File: src/rtl/shift_request_sequencer_pkg.sv
// Shared types and constants for the shift request sequencer.
// Holds the FSM encoding and shifter pass limits.
package shift_request_sequencer_pkg;

    typedef enum logic [1:0] {
        ST_IDLE = 2'd0,
        ST_EXEC = 2'd1,
        ST_OUT  = 2'd2
    } state_t;

    localparam logic [2:0] MAX_STEP  = 3'd7;
    localparam logic       DIR_LEFT  = 1'b1;
    localparam logic       DIR_RIGHT = 1'b0;

endpackage

File: src/rtl/shift_request_sequencer_if.sv
// Request, result and shifter-side signals of the sequencer.
// slave is the sequencer view, master the surrounding logic.
interface shift_request_sequencer_if #(
    parameter int AMT_W = 4
);
    logic             in_valid;
    logic             in_ready;
    logic [7:0]       in_data;
    logic [AMT_W-1:0] in_amt;
    logic             in_dir;
    logic             out_valid;
    logic             out_ready;
    logic [7:0]       out_data;
    logic [7:0]       sh_data;
    logic [2:0]       sh_shamt;
    logic             sh_dir;
    logic [7:0]       sh_result;

    modport slave (
        input  in_valid, in_data, in_amt, in_dir,
        output in_ready,
        output out_valid, out_data,
        input  out_ready,
        output sh_data, sh_shamt, sh_dir,
        input  sh_result
    );

    modport master (
        output in_valid, in_data, in_amt, in_dir,
        input  in_ready,
        input  out_valid, out_data,
        output out_ready,
        input  sh_data, sh_shamt, sh_dir,
        output sh_result
    );
endinterface

File: src/rtl/shift_req_fifo.sv
// Small request FIFO: power-of-two depth, count-based full/empty.
// Push when full and pop when empty are ignored.
module shift_req_fifo #(
    parameter int DEPTH = 4,
    parameter int WIDTH = 13
) (
    input  logic             clk,
    input  logic             rst_n,
    input  logic             push,
    input  logic [WIDTH-1:0] wdata,
    input  logic             pop,
    output logic [WIDTH-1:0] rdata,
    output logic             full,
    output logic             empty
);
    localparam int PW = $clog2(DEPTH);
    localparam logic [PW-1:0] PTR_ONE = PW'(1);
    localparam logic [PW:0]   CNT_ONE = (PW + 1)'(1);
    localparam logic [PW:0]   CNT_MAX = (PW + 1)'(DEPTH);

    logic [WIDTH-1:0] mem [DEPTH];
    logic [PW-1:0]    wr_ptr;
    logic [PW-1:0]    rd_ptr;
    logic [PW:0]      count;
    logic             do_push;
    logic             do_pop;

    assign full    = (count == CNT_MAX);
    assign empty   = (count == '0);
    assign do_push = push & ~full;
    assign do_pop  = pop & ~empty;
    assign rdata   = mem[rd_ptr];

    // Storage array, written on accepted pushes only
    always_ff @(posedge clk) begin
        if (do_push) begin
            mem[wr_ptr] <= wdata;
        end
    end

    // Pointers wrap naturally; count tracks occupancy
    always_ff @(posedge clk or negedge rst_n) begin
        if (!rst_n) begin
            wr_ptr <= '0;
            rd_ptr <= '0;
            count  <= '0;
        end else begin
            if (do_push) begin
                wr_ptr <= wr_ptr + PTR_ONE;
            end
            if (do_pop) begin
                rd_ptr <= rd_ptr + PTR_ONE;
            end
            case ({do_push, do_pop})
                2'b10:   count <= count + CNT_ONE;
                2'b01:   count <= count - CNT_ONE;
                default: count <= count;
            endcase
        end
    end
endmodule

File: src/rtl/shift_request_sequencer.sv
// Buffers shift requests and runs each through the external shifter
// in passes of at most MAX_STEP, returning a registered result.
module shift_request_sequencer
    import shift_request_sequencer_pkg::*;
#(
    parameter int DEPTH = 4,
    parameter int AMT_W = 4
) (
    input  logic                      clk,
    input  logic                      rst_n,
    shift_request_sequencer_if.slave  io,
    output logic                      busy
);
    localparam int FW = 9 + AMT_W;

    state_t           state;
    state_t           state_next;
    logic [7:0]       work_data;
    logic [AMT_W-1:0] rem;
    logic             work_dir;
    logic [7:0]       out_data_q;
    logic             out_valid_q;
    logic             fifo_full;
    logic             fifo_empty;
    logic             push;
    logic             pop;
    logic             load;
    logic             pass_done;
    logic [FW-1:0]    fifo_wdata;
    logic [FW-1:0]    fifo_rdata;
    logic [2:0]       step;
    logic [AMT_W-1:0] rem_after;

    assign io.in_ready = rst_n & ~fifo_full;
    assign push        = io.in_valid & io.in_ready;
    assign fifo_wdata  = {io.in_dir, io.in_amt, io.in_data};

    shift_req_fifo #(
        .DEPTH (DEPTH),
        .WIDTH (FW)
    ) u_fifo (
        .clk   (clk),
        .rst_n (rst_n),
        .push  (push),
        .wdata (fifo_wdata),
        .pop   (pop),
        .rdata (fifo_rdata),
        .full  (fifo_full),
        .empty (fifo_empty)
    );

    // Clamp the remaining distance to what one pass can do
    always_comb begin
        step = MAX_STEP;
        if (rem <= AMT_W'(MAX_STEP)) begin
            step = rem[2:0];
        end
    end

    assign rem_after = rem - AMT_W'(step);

    // Next state, FIFO pop and work-register load decisions
    always_comb begin
        state_next = state;
        pop        = 1'b0;
        load       = 1'b0;
        pass_done  = 1'b0;
        unique case (state)
            ST_IDLE: begin
                if (!fifo_empty) begin
                    pop        = 1'b1;
                    load       = 1'b1;
                    state_next = ST_EXEC;
                end
            end
            ST_EXEC: begin
                if (rem_after == '0) begin
                    pass_done  = 1'b1;
                    state_next = ST_OUT;
                end
            end
            ST_OUT: begin
                if (io.out_ready) begin
                    if (!fifo_empty) begin
                        pop        = 1'b1;
                        load       = 1'b1;
                        state_next = ST_EXEC;
                    end else begin
                        state_next = ST_IDLE;
                    end
                end
            end
            default: state_next = ST_IDLE;
        endcase
    end

    // State register
    always_ff @(posedge clk or negedge rst_n) begin
        if (!rst_n) begin
            state <= ST_IDLE;
        end else begin
            state <= state_next;
        end
    end

    // Work registers: load from FIFO head, then fold in each pass
    always_ff @(posedge clk or negedge rst_n) begin
        if (!rst_n) begin
            work_data <= '0;
            rem       <= '0;
            work_dir  <= DIR_RIGHT;
        end else if (load) begin
            work_data <= fifo_rdata[7:0];
            rem       <= fifo_rdata[8 +: AMT_W];
            work_dir  <= fifo_rdata[FW-1];
        end else if (state == ST_EXEC) begin
            work_data <= io.sh_result;
            rem       <= rem_after;
        end
    end

    // Result register held until the consumer takes it
    always_ff @(posedge clk or negedge rst_n) begin
        if (!rst_n) begin
            out_data_q  <= '0;
            out_valid_q <= 1'b0;
        end else if (pass_done) begin
            out_data_q  <= io.sh_result;
            out_valid_q <= 1'b1;
        end else if (state == ST_OUT && io.out_ready) begin
            out_valid_q <= 1'b0;
        end
    end

    assign io.out_valid = out_valid_q;
    assign io.out_data  = out_data_q;
    assign io.sh_data   = work_data;
    assign io.sh_dir    = work_dir;
    assign io.sh_shamt  = (state == ST_EXEC) ? step : 3'd0;
    assign busy         = ~fifo_empty | (state != ST_IDLE);
endmodule

File: src/flat_wrapper.sv
// flat-port wrapper written by rule: the top's interface ports become plain ports
module shift_request_sequencer_flat import shift_request_sequencer_pkg::*;
#(
    parameter int DEPTH = 4,
    parameter int AMT_W = 4
)
  (clk, rst_n, busy, io_in_valid, io_in_data, io_in_amt, io_in_dir, io_in_ready, io_out_valid, io_out_data, io_out_ready, io_sh_data, io_sh_shamt, io_sh_dir, io_sh_result);
  shift_request_sequencer_if #(.AMT_W(AMT_W)) io_i ();
  input  logic clk;
  input  logic rst_n;
  output logic busy;
  input wire logic [$bits(io_i.in_valid)-1:0] io_in_valid;
  input wire logic [$bits(io_i.in_data)-1:0] io_in_data;
  input wire logic [$bits(io_i.in_amt)-1:0] io_in_amt;
  input wire logic [$bits(io_i.in_dir)-1:0] io_in_dir;
  output wire logic [$bits(io_i.in_ready)-1:0] io_in_ready;
  output wire logic [$bits(io_i.out_valid)-1:0] io_out_valid;
  output wire logic [$bits(io_i.out_data)-1:0] io_out_data;
  input wire logic [$bits(io_i.out_ready)-1:0] io_out_ready;
  output wire logic [$bits(io_i.sh_data)-1:0] io_sh_data;
  output wire logic [$bits(io_i.sh_shamt)-1:0] io_sh_shamt;
  output wire logic [$bits(io_i.sh_dir)-1:0] io_sh_dir;
  input wire logic [$bits(io_i.sh_result)-1:0] io_sh_result;
  assign io_i.in_valid = io_in_valid;
  assign io_i.in_data = io_in_data;
  assign io_i.in_amt = io_in_amt;
  assign io_i.in_dir = io_in_dir;
  assign io_in_ready = io_i.in_ready;
  assign io_out_valid = io_i.out_valid;
  assign io_out_data = io_i.out_data;
  assign io_i.out_ready = io_out_ready;
  assign io_sh_data = io_i.sh_data;
  assign io_sh_shamt = io_i.sh_shamt;
  assign io_sh_dir = io_i.sh_dir;
  assign io_i.sh_result = io_sh_result;
  shift_request_sequencer #(.DEPTH(DEPTH), .AMT_W(AMT_W)) u_core (.clk(clk), .rst_n(rst_n), .io(io_i), .busy(busy));
endmodule
File: config.mk
export PLATFORM = sky130hd
export DESIGN_NAME = shift_request_sequencer_flat
export DESIGN_NICKNAME = d
export VERILOG_FILES = /design/src/rtl/shift_request_sequencer_pkg.sv /design/src/rtl/shift_request_sequencer_if.sv /design/src/rtl/shift_req_fifo.sv /design/src/rtl/shift_request_sequencer.sv /design/src/flat_wrapper.sv
export SDC_FILE = /design/constraint.sdc
export NUM_CORES = 1
export LEC_CHECK = 0
export CAP_MARGIN = 10
export CORE_MARGIN = 3
export CORE_UTILIZATION = 40
export CTS_BUF_LIST = sky130_fd_sc_hd__clkbuf_16
export CTS_CLUSTER_SIZE = 30
export DETAILED_ROUTE_END_ITERATION = 8
export PLACE_DENSITY = 0.68
export SYNTH_ARGS = -nofsm -noshare
export SYNTH_HDL_FRONTEND = slang
export SYNTH_HIERARCHICAL = 1
export SYNTH_SLANG_ARGS = --single-unit
File: constraint.sdc
create_clock -name clk -period 2.9 [get_ports clk]
set_input_delay 0.58 -clock clk [delete_from_list [all_inputs] [get_ports clk]]
set_output_delay 0.58 -clock clk [all_outputs]
set_load 0.01 [all_outputs]
# --- After elaboration in Yosys (flattened, before gate mapping) ---
# Memories as Yosys holds them, arrays and structs flattened.
# Cells that the tools add are included.
totals:
  ff_bits: 31
  ram_bits: 52
  output_inout_bits: 23
  elab_cells: 61
  memories: 1
classes:
  addsub: 5
  order_cmp: 1
  n_eq_ne: 8
  n_mux: 21
  bitwise: 7
  n_reduce_logical: 9
mem_list:
  columns: ["memory", "words", "width", "rd", "rd_clocked_by_memory_dff", "wr", "line_no", "rtl"]
  rows:
  - ["u_core.u_fifo.mem", 4, 13, 1, 0, 1, "shift_req_fifo.sv:21", "logic [WIDTH-1:0] mem [DEPTH];"]
op_table:
  columns: ["operator", "count"]
  rows:
  - ["8-bit 2-to-1 mux", 2]
  - ["1-bit 2-to-1 mux", 9]
  - ["4-bit 2-to-1 mux", 2]
  - ["2-bit nonzero test", 4]
  - ["2-bit 2-to-1 mux", 3]
  - ["3-bit 2-to-1 mux", 2]
  - ["2-bit case mux with 3 select lines", 1]
  - ["3-bit case mux with 2 select lines", 1]
  - ["2-bit by 1-bit adder with 2-bit output (second input constant)", 2]
  - ["1-bit AND", 4]
  - ["2-bit by 1-bit == test with 1-bit output (second input constant)", 2]
  - ["2-bit == test (second input constant)", 2]
  - ["4-bit by 3-bit less-or-equal comparator with 1-bit output (second input constant)", 1]
  - ["4-bit zero test", 1]
  - ["2-bit != test (second input constant)", 2]
  - ["4-bit by 3-bit subtractor with 4-bit output", 1]
  - ["3-bit by 1-bit adder with 3-bit output (second input constant)", 1]
  - ["3-bit == test (second input constant)", 1]
  - ["3-bit zero test", 1]
  - ["3-bit AND reduction", 1]
  - ["3-bit by 1-bit subtractor with 3-bit output (second input constant)", 1]
  - ["2-bit zero test", 1]
  - ["2-bit by 1-bit != test with 1-bit output (second input constant)", 1]
  - ["1-bit NOT", 2]
  - ["3 further kinds", 3]

# --- Longest topological paths before layout ---
# Gate-level depths: netlist of run 1.
depth:
  word_depth: 7
  depth_mapped: 12

# --- Cells and area by module ---
# The synthesis of run 1 kept the hierarchy.
by_module_without_submodules:
  columns: ["module", "n_inst", "cells_each", "area_each_um2", "seq_area_each_um2"]
  rows:
  - ["shift_req_fifo", 1, 105, 2334.7, 1736.7]
  - ["shift_request_sequencer", 1, 97, 1123.6, 600.6]

# --- Worst setup path after synthesis of run 1 ---
# Ideal clock, no wire load.
synth_path:
  path_kind: "input to register"
  start: "in io_out_ready"
  end: "reg u_core.u_fifo.count[2]"
  setup_ps: 79
  arrival_ps: 2386
  t_required_ps: 2821
  setup_slack_ps: 434
  cell_stages: 11
  n_path_buf: 2
  path_cell_list: "nand2b_1 -> and2_0 -> clkbuf_1 -> buf_2 -> o31a_1 -> ha_1 -> inv_1 -> fa_1 -> xor2_1 -> nor2_1 -> xor2_1"
synth_between:
  elab_chain_len: 5
synth_rtl:
  columns: ["element", "line_no", "rtl"]
  rows:
  - ["start: declaration", "flat_wrapper.sv:19", "input wire logic [$bits(io_i.out_ready)-1:0] io_out_ready;"]
  - ["1-bit 2-to-1 mux (*)", null, null]
  - ["1-bit case mux with 2 select lines (*)", null, null]
  - ["via u_core.load", "shift_request_sequencer.sv:27", "logic load;"]
  - ["1-bit AND (*)", "shift_req_fifo.sv:31", "assign do_pop = pop & ~empty;"]
  - ["via u_core.u_fifo.do_pop", "shift_req_fifo.sv:26", "logic do_pop;"]
  - ["2-bit by 1-bit == test with 1-bit output or 2-bit == test (tied branches)", "shift_req_fifo.sv:54", "case ({do_push, do_pop})"]
  - ["3-bit case mux with 2 select lines or 2-bit nonzero test (tied branches)", null, null]
  - ["end signal: assignment", "shift_req_fifo.sv:55", "2'b10: count <= count + CNT_ONE;"]
  - ["end signal: assignment", "shift_req_fifo.sv:56", "2'b01: count <= count - CNT_ONE;"]
  - ["end signal: assignment", "shift_req_fifo.sv:57", "default: count <= count;"]
  - ["end: declaration", "shift_req_fifo.sv:24", "logic [PW:0] count;"]
# Mark *: on every way through the listed nets, which the timed path passes. The rest lies on a longest branch.
# A chain may end at the register's enable or synchronous reset.

# --- Worst setup path after layout of run 1 ---
layout_path:
  start: "in io_out_ready"
  end: "reg u_core.u_fifo.count[2]"
layout_between:
  elab_chain_len: 5
layout_rtl:
  columns: ["element", "line_no", "rtl"]
  rows:
  - ["1-bit 2-to-1 mux (*)", "shift_request_sequencer.sv:83", "if (io.out_ready) begin"]
  - ["1-bit case mux with 2 select lines (*)", "shift_request_sequencer.sv:68", "unique case (state)"]
  - ["1-bit AND (*)", "shift_req_fifo.sv:31", null]
  - ["via u_core.u_fifo.do_pop", "shift_req_fifo.sv:26", null]
  - ["2-bit by 1-bit == test with 1-bit output or 2-bit == test (tied branches)", "shift_req_fifo.sv:54", null]
  - ["3-bit case mux with 2 select lines or 2-bit nonzero test (tied branches)", null, null]
# Marks and branches as above.

==> impl_metrics.env, run 1 <==
export IMPL_run_status="complete, no violations"
export IMPL_dp_hpwl_um=4450
export IMPL_crit_chain="clkdlybuf4s50_1, nand2b_1, and2_0, o31a_1, ha_1, inv_1, fa_1, xor2_1, nor2_1, xor2_1"
export IMPL_cts_hold_buffers=0
export IMPL_post_cts_buffers=0
export IMPL_path_common_cell="xor2_1"
export IMPL_io_pins=48
export IMPL_clock_latency_ps=330
export IMPL_power_density_nw_per_um2=1070
export IMPL_track_usage=0.145
export IMPL_fmax_ghz=0.410
export IMPL_avgRoutedWirePerCell_um=17.5
export IMPL_ys_flop_type="edfxtp_1"
export IMPL_postSynthAreaPerCell_um2=17.1
export IMPL_yosys_cell_types_count=36
export IMPL_final_cell_mix="52 x edfxtp_1, 47 x clkdlybuf4s50_1, 31 x dfrtp_1"
export IMPL_hold_worst_slack_ps=505
export IMPL_die_w_um=99.0
export IMPL_nNetsFinal=295
export IMPL_die_h_um=99.0
export IMPL_critPathKind="in2reg"
export IMPL_cts_path_max_buffers=2
export IMPL_slew_viol_final=0
export IMPL_cp_required_ps=3160
export IMPL_vdd_drop_max_v=0.000416
export IMPL_cp_num_buf_inv=2
export IMPL_grt_pass1_wl_um=10800
export IMPL_end_kind="register"
export IMPL_startpoint_type="input pin"
export IMPL_antenna_left=0
export IMPL_p_int_w=0.00315
export IMPL_p_clk_frac=0.226
export IMPL_p_sw_frac=0.323
export IMPL_slew_headroom=0.548
export IMPL_skew_ps=6.09
export IMPL_critPathMaxFanout=5
export IMPL_final_common_cell="edfxtp_1"
export IMPL_timing_final_crit_period_ps=2440
export IMPL_synth_nets=234
export IMPL_cts_inserted_buffers=9
export IMPL_fin_cells=373
export IMPL_start_util=0.417
export IMPL_row_count=33
export IMPL_p_leak_nw=1.63
export IMPL_fin_tns_setup_ps=0
export IMPL_synth_edf_count=52
export IMPL_slowest_stage="clkdlybuf4s50_1"
export IMPL_port_buffers=47
export IMPL_seq_area_frac_synth=0.676
export IMPL_drt_wl_total_um=6540
export IMPL_diodes=0
export IMPL_viasPerCell=5.12
export IMPL_drive_above_1_share=0.187
export IMPL_cts_sinks=83
export IMPL_holdCritPathClass="reg2reg"
export IMPL_coreArea_um2=8300
export IMPL_setup_ws_ps=463
export IMPL_grt_max_degree=32
export IMPL_async_flop_share=0.373
export IMPL_drt_iter0_markers=74
export IMPL_remaining_drc_errors=0
export IMPL_p_seq_frac=0.396
export IMPL_clk_pin_slew_ps=60
export IMPL_place_gp_congestion=0.782
export IMPL_place_inst=357
export IMPL_drv_cap=0
export IMPL_pre_cts_slack_ps=131
export IMPL_antenna_found_initial=0
export IMPL_arrival_ps=2700
export IMPL_hold_violations=0
export IMPL_cts_htree_levels=3
export IMPL_postSynthCellCount=202
export IMPL_ys_seq_elements=83
export IMPL_area_growth_pct=26.3
export IMPL_grt_pass1_vias=2027
export IMPL_combPwrFrac=0.378
export IMPL_yosysWarnings=6
export IMPL_power_net_switching_w=0.00150
export IMPL_syn_area_um2=3460
export IMPL_crit_family="adder cells"
export IMPL_root_buffer="clkbuf_16"
export IMPL_worst_pin_slew_ps=677
export IMPL_dieArea_um2=9800
export IMPL_cts_tree="done"
export IMPL_dr_pass1_iters=6
export IMPL_gr_total_overflow=0
export IMPL_cp_slowest_stage_delay_ps=480
export IMPL_cts_resized=0
export IMPL_fin_crit_sh=0.840
export IMPL_setup_violations_final=0
export IMPL_rsz0062_at_grt="false"
export IMPL_vias=1908
==> cell type report <==
cell class / count / area, um^2
Fill cell: 704 / 3930
Sequential cell: 83 / 2340
Multi-Input combinational cell: 102 / 1030
Timing Repair Buffer: 59 / 561
Clock buffer: 9 / 225
Tap cell: 105 / 131
Clock inverter: 7 / 52.6
Inverter: 8 / 30.0
==> stage by stage <==
stage	area, um^2	utilization	total power [W]
after global placement	4090	0.493	0.00359
after global routing	4370	0.526	0.00495
final	4370	0.526	0.00465
after detailed placement	4090	0.493	0.00365
after floorplan	3460	-	0.00297
after CTS	4370	0.526	0.00471
==> path summary, 6_finish.rpt <==
kind                       slack [ps]  depth (start not counted)                               start                                   to
hold reg to reg                   510                          1   u_core/io.out_data[7]$_DFFE_PN0P_    u_core/io.out_data[7]$_DFFE_PN0P_
max in group asynchronous        1910                          2                               rst_n  u_core/u_fifo/rd_ptr[1]$_DFFE_PN0P_
hold / removal                    510                          1   u_core/io.out_data[7]$_DFFE_PN0P_    u_core/io.out_data[7]$_DFFE_PN0P_
setup reg to reg                  580                         10  u_core/u_fifo/count[0]$_DFFE_PN0P_   u_core/u_fifo/count[2]$_DFFE_PN0P_
setup / recovery                  460                         10                        io_out_ready   u_core/u_fifo/count[2]$_DFFE_PN0P_
min in group asynchronous         680                          2                               rst_n    u_core/io.out_data[5]$_DFFE_PN0P_
==> layer usage <==
layer / global-route usage / share of wire
met5: 0 / 0
met3: 0.0241 / 0.031
met1: 0.213 / 0.50
met4: 0.0662 / 0.020
met2: 0.212 / 0.45
==> power groups by stage <==
stage	logic, W	clock network, W	registers [W]
finish	0.00176	0.00105	0.00184
CTS	0.00179	0.00107	0.00185
detailed placement	0.00178	0	0.00186
global route	0.00193	0.00113	0.00189
floorplan	0.00115	0	0.00182
global placement	0.00174	0	0.00185
==> sequential cells by signal, indices dropped and copies added (netlist names), 2 cells and up <==
name                  cells
u_core/u_fifo/rd_ptr      2
u_core/io.out_data        8
u_core/io.sh_data         8
u_core/state              2
u_core/u_fifo/mem        52
u_core/rem                4
u_core/u_fifo/count       3
u_core/u_fifo/wr_ptr      2
==> synthesized netlist by cell type (2+ instances only) <==
cell | instances | area share
buf_2 | 3 | 0.0043
clkbuf_1 | 4 | 0.0043
mux2_2 | 9 | 0.029
mux4_1 | 5 | 0.038
o21bai_1 | 2 | 0.0043
nor3_1 | 2 | 0.0029
and2_1 | 13 | 0.024
edfxtp_1 | 52 | 0.45
a21oi_1 | 2 | 0.0029
inv_1 | 8 | 0.0087
nand2_1 | 6 | 0.0065
nand2b_1 | 5 | 0.0090
o211ai_1 | 2 | 0.0043
mux4_2 | 8 | 0.052
nor2_1 | 10 | 0.011
xor2_1 | 3 | 0.0076
a221o_1 | 11 | 0.032
dfrtp_1 | 31 | 0.22
ha_1 | 6 | 0.022
nor2b_1 | 2 | 0.0036
xnor2_1 | 3 | 0.0076
==> worst register-to-register path: cells and delay by family, from the launching register on <==
family,cells,cell delay [ps]
and+or+nand+nor,4,660
adders and majority gates,2,580
DFF,1,450
xor gates and xnor gates,2,300
AOI/OAI and AO/OA,1,210
buffers and inverters,1,60
==> kinds of logic after synthesis <==
family / share of synthesized area
AO/OA/AOI/OAI: 0.0586
XOR/XNOR: 0.0152
adder cells (fa/ha/maj): 0.0275
buffers and inverters: 0.0264
flip-flops: 0.676
multiplexers: 0.127
AND/OR/NAND/NOR: 0.0698
Power figures use the tool's default switching activity.
==> run 2: changes to the inputs <==
- clock period: 2.9 -> 2.3 ns (I/O delays scaled with it)
==> impl_metrics.env, run 2 (synthesis gave the netlist of run 1 again) <==
export IMPL_run_status="complete, no violations"
export IMPL_viasPerCell=5.06
export IMPL_cts_sinks=83
export IMPL_totalPowerFinal_w=0.00605
export IMPL_r2r_start="u_core/u_fifo/count[1]$_DFFE_PN0P_"
export IMPL_slew_headroom=0.345
export IMPL_worst_pin_slew_ps=983
export IMPL_worstHoldStart="u_core/io.out_data[0]$_DFFE_PN0P_"
export IMPL_setup_ws_ps=82.9
export IMPL_cp_num_cells=4
export IMPL_cp_num_buf_inv=3
export IMPL_p_clk_frac=0.226
export IMPL_final_common_cell="edfxtp_1"
export IMPL_hold_path_depth=1
export IMPL_grt_pass1_vias=1982
export IMPL_end_kind="output pin"
export IMPL_cp_slowest_stage_delay_ps=540
export IMPL_hold_violations=0
export IMPL_pre_cts_slack_ps=-169
export IMPL_hold_worst_slack_ps=507
export IMPL_critPathMaxFanout=2
export IMPL_die_h_um=99.0
export IMPL_p_leak_nw=1.68
export IMPL_p_int_w=0.00418
export IMPL_grt_max_degree=32
export IMPL_start_util=0.417
export IMPL_fillers=682
export IMPL_io_pins=48
export IMPL_vdd_drop_max_v=0.000497
export IMPL_largest_reg_flops=52
export IMPL_p_sw_frac=0.309
export IMPL_remaining_drc_errors=0
export IMPL_avgRoutedWirePerCell_um=17.0
export IMPL_placed_cell_area_um2=4170
export IMPL_port_buffers=47
export IMPL_vias=1924
export IMPL_cp_required_ps=1840
export IMPL_fmax_ghz=0.451
export IMPL_drive_above_1_share=0.218
export IMPL_rrSetupSlack_ps=140
export IMPL_track_usage=0.143
export IMPL_antenna_found_initial=0
export IMPL_combPwrFrac=0.394
export IMPL_critPathKind="in2out"
export IMPL_antenna_left=0
export IMPL_die_w_um=99.0
export IMPL_register_area_um2=2340
export IMPL_gr_total_overflow=0
export IMPL_crit_chain="clkdlybuf4s50_1, nor2b_1, buf_4, clkdlybuf4s50_1"
export IMPL_clock_latency_ps=330
export IMPL_coreArea_um2=8300
export IMPL_power_density_nw_per_um2=1350
export IMPL_dieArea_um2=9800
export IMPL_grt_pass1_wl_um=10500
export IMPL_largest_register="u_core/u_fifo/mem"
export IMPL_dp_hpwl_um=4350
export IMPL_cts_path_max_buffers=2
export IMPL_fin_cells=380
export IMPL_multi_input_area_um2=1040
export IMPL_rr_worst_depth=11
export IMPL_cts_hold_buffers=0
export IMPL_cts_htree_levels=3
export IMPL_timing_final_crit_period_ps=2220
export IMPL_final_cell_area_um2=4490
export IMPL_final_cell_mix="52 x edfxtp_1, 47 x clkdlybuf4s50_1, 30 x dfrtp_1"
export IMPL_cts_inserted_buffers=9
export IMPL_fin_crit_sh=0.964
export IMPL_crit_family="buffers and inverters"
export IMPL_cts_tree="done"
export IMPL_slowest_stage="clkdlybuf4s50_1"
export IMPL_drt_iter0_markers=119
export IMPL_drt_wl_total_um=6460
export IMPL_rr_endpoint="u_core/u_fifo/count[2]$_DFFE_PN0P_"
export IMPL_row_count=33
export IMPL_path_common_cell="clkdlybuf4s50_1"
export IMPL_diodes=0
export IMPL_dr_pass1_iters=4
export IMPL_holdPathEnd="u_core/io.out_data[0]$_DFFE_PN0P_"
export IMPL_area_growth_pct=29.8
export IMPL_holdCritPathClass="reg2reg"
export IMPL_skew_ps=7.28
export IMPL_power_net_switching_w=0.00187
export IMPL_clk_pin_slew_ps=60
export IMPL_root_buffer="clkbuf_16"
export IMPL_arrival_ps=1760
export IMPL_p_seq_frac=0.380
export IMPL_place_gp_congestion=0.808
export IMPL_slew_viol_final=0
export IMPL_nNetsFinal=302
export IMPL_drv_cap=0
export IMPL_setup_violations_final=0
export IMPL_startpoint_type="input pin"
export IMPL_place_inst=361
## run 2: changes by cell type in the layout (fill, tap and decap cells not counted), sizes merged
cell      before  now
buf           12   19
bufinv         0    1
clkinv         1    5
clkinvlp       3    1
inv           11    8
## run 2: worst max-delay path by stage
stage / start / end / slack [ps]
floorplan: u_core/u_fifo/count[0]$_DFFE_PN0P_ / u_core/u_fifo/count[2]$_DFFE_PN0P_ / 2
global placement: io_out_ready / u_core/u_fifo/count[2]$_DFFE_PN0P_ / -150
detailed placement: io_out_ready / u_core/u_fifo/count[2]$_DFFE_PN0P_ / -170
CTS: u_core/u_fifo/count[2]$_DFFE_PN0P_ / u_core/u_fifo/count[2]$_DFFE_PN0P_ / 40
global route: io_out_ready / u_core/u_fifo/count[2]$_DFFE_PN0P_ / -0.8
finish: rst_n / io_in_ready / 80
## run 2: layout make-up
cell class | count | area share
clock buffer | 9 | 0.0502
clock inverter | 7 | 0.0131
inverter | 8 | 0.00669
multi-input combinational | 102 | 0.232
sequential | 83 | 0.521
tap | 105 | 0.0293
timing repair buffer | 66 | 0.148
## run 2: repair_timing
action | 4_1_cts | 5_1_grt
gates resized for setup | 0 | 6
setup buffers | 0 | 3
endpoints found under the hold margin | 0 | 0
setup endpoints to repair | 0 | 2
## run 2: per-layer routing
metal  vias to the layer above  GRT usage  part of all wire
met3                         9     0.0396             0.044
met1                       967      0.196              0.47
met2                        41      0.216              0.47
met4                         0     0.0567             0.019
met5                         -          0                 0
li1                        907          -                 -
## run 2: through the flow
stage / setup TNS, ps / util
finish: 0 / 0.541
global route: -0.839 / 0.541
CTS: 0 / 0.537
detailed placement: -201 / 0.502
global placement: -152 / 0.502
floorplan: 0 / -
## run 2: power by group through the flow
stage | combinational, W | sequential, W | clock, W
2_1_floorplan | 0.00146 | 0.00229 | 0
3_3_place_gp | 0.00232 | 0.00231 | 0
3_5_place_dp | 0.00234 | 0.00232 | 0
4_1_cts | 0.00235 | 0.00230 | 0.00141
5_1_grt | 0.00260 | 0.00235 | 0.00147
6_report | 0.00238 | 0.00230 | 0.00137
==> run 3: changes to the inputs <==
- clock period: 2.3 -> 2.22 ns (I/O delays scaled with it)
==> impl_metrics.env, run 3 (synthesis gave the netlist of run 1 again) <==
export IMPL_cts_htree_levels=3
export IMPL_dp_hpwl_um=4540
export IMPL_setup_violations_final=0
export IMPL_drt_wl_total_um=6630
export IMPL_rrSetupSlack_ps=110
export IMPL_nNetsFinal=303
export IMPL_viasPerCell=5.04
export IMPL_cp_required_ps=2470
export IMPL_p_leak_nw=1.72
export IMPL_die_h_um=99.0
export IMPL_area_growth_pct=31.4
export IMPL_start_util=0.417
export IMPL_totalPowerFinal_w=0.00646
export IMPL_hold_worst_slack_ps=342
export IMPL_place_gp_congestion=0.732
export IMPL_cts_inserted_buffers=9
export IMPL_cts_path_max_buffers=2
export IMPL_rsz0062_at_grt="true"
export IMPL_crit_start="u_core/u_fifo/count[1]$_DFFE_PN0P_"
export IMPL_grt_pass1_wl_um=10500
export IMPL_port_buffers=47
export IMPL_arrival_ps=2370
export IMPL_grt_max_degree=32
export IMPL_drv_cap=0
export IMPL_slew_headroom=0.393
export IMPL_largest_reg_flops=52
export IMPL_clock_latency_ps=330
export IMPL_startpoint_type="register"
export IMPL_rr_endpoint="u_core/u_fifo/count[2]$_DFFE_PN0P_"
export IMPL_gr_total_overflow=0
export IMPL_vdd_drop_max_v=0.000599
export IMPL_fmax_ghz=0.473
export IMPL_avgRoutedWirePerCell_um=17.4
export IMPL_cts_tree="done"
export IMPL_fillers=668
export IMPL_run_status="complete, no violations"
export IMPL_remaining_drc_errors=0
export IMPL_final_common_cell="edfxtp_1"
export IMPL_drt_iter0_markers=88
export IMPL_final_cell_mix="52 x edfxtp_1, 45 x clkdlybuf4s50_1, 30 x dfrtp_1"
export IMPL_root_buffer="clkbuf_16"
export IMPL_fin_cells=380
export IMPL_coreArea_um2=8300
export IMPL_worst_pin_slew_ps=911
export IMPL_fin_crit_sh=0.952
export IMPL_dieArea_um2=9800
export IMPL_holdCritPathClass="in2async"
export IMPL_power_density_nw_per_um2=1420
export IMPL_vias=1917
export IMPL_antenna_found_initial=0
export IMPL_cts_sinks=83
export IMPL_critPathMaxFanout=4
export IMPL_r2r_start="u_core/u_fifo/count[1]$_DFFE_PN0P_"
export IMPL_die_w_um=99.0
export IMPL_endpoint="u_core/u_fifo/count[2]$_DFFE_PN0P_"
export IMPL_skew_ps=5.40
export IMPL_largest_register="u_core/u_fifo/mem"
export IMPL_row_count=33
export IMPL_antenna_left=0
export IMPL_rr_worst_depth=11
export IMPL_timing_final_crit_period_ps=2110
export IMPL_slew_viol_final=0
export IMPL_end_kind="register"
export IMPL_clk_pin_slew_ps=60
export IMPL_io_pins=48
export IMPL_track_usage=0.143
export IMPL_grt_pass1_vias=1889
export IMPL_hold_violations=0
export IMPL_critPathKind="reg2reg"
export IMPL_drive_above_1_share=0.229
export IMPL_dr_pass1_iters=4
export IMPL_diodes=0
export IMPL_place_inst=363
run 3: repair_timing:
item | CTS | global route
endpoints found under the hold margin | 0 | 0
gates cloned | 0 | 0
hold buffers | 0 | 0
setup endpoints to repair | 4 | 5
gates resized for setup | 3 | 5
setup buffers | 0 | 2
run 3: report_power, final:
| group | switching (W) | internal [W] | total (W) |
|---|---|---|---|
| Combinational | 0.00106 | 0.00144 | 0.00251 |
| Sequential | 0.000336 | 0.00207 | 0.00240 |
| Clock | 0.000569 | 0.000982 | 0.00155 |
run 3: how the worst min path moves through the flow:
| stage | to | start | depth (start not counted) |
|---|---|---|---|
| finish | u_core/io.out_data[2]$_DFFE_PN0P_ | rst_n | 2 |
| global route | u_core/io.out_data[2]$_DFFE_PN0P_ | rst_n | 2 |
| CTS | u_core/io.out_data[2]$_DFFE_PN0P_ | rst_n | 2 |
| detailed placement | u_core/io.sh_dir$_DFFE_PN0P_ | u_core/io.sh_dir$_DFFE_PN0P_ | 1 |
| global placement | u_core/io.out_data[6]$_DFFE_PN0P_ | u_core/io.out_data[6]$_DFFE_PN0P_ | 1 |
| floorplan | u_core/io.out_data[0]$_DFFE_PN0P_ | rst_n | 0 |
run 3: metal layers:
layer | up-vias | GRT usage | routed length (um)
li1 | 903 | - | -
met1 | 962 | 0.189 | 2970
met2 | 45 | 0.224 | 3230
met3 | 7 | 0.0474 | 327
met4 | 0 | 0.0441 | 93
met5 | - | 0 | 0
run 3: worst max-delay path, stage by stage (launching register included):
cell and delay, ps:
dfrtp_2 440, nor3b_4 220, nor2b_2 70, and2_1 150, nor2b_2 150, inv_1 60
ha_2 160, inv_1 50, fa_2 330, xor2_1 150, nor2_1 120, xor2_1 140
run 3: cell type report:
type | count | area (um^2) | area share
clock buffer | 9 | 225 | 0.0496
tap | 105 | 131 | 0.0289
clock inverter | 6 | 90.1 | 0.0198
timing repair buffer | 67 | 672 | 0.148
sequential | 83 | 2340 | 0.515
multi-input combinational | 102 | 1060 | 0.232
inverter | 8 | 30.0 | 0.00661
run 3: through the flow:
stage / setup TNS, ps / util / worst slack (ps) / area [um^2]
after floorplan: -12.7 / - / -12.7 / 3480
after global placement: -816 / 0.505 / -236 / 4190
after detailed placement: -2070 / 0.505 / -272 / 4190
after CTS: 0 / 0.544 / 31.3 / 4510
after global routing: -21.6 / 0.547 / -21.6 / 4540
final: 0 / 0.547 / 105 / 4540
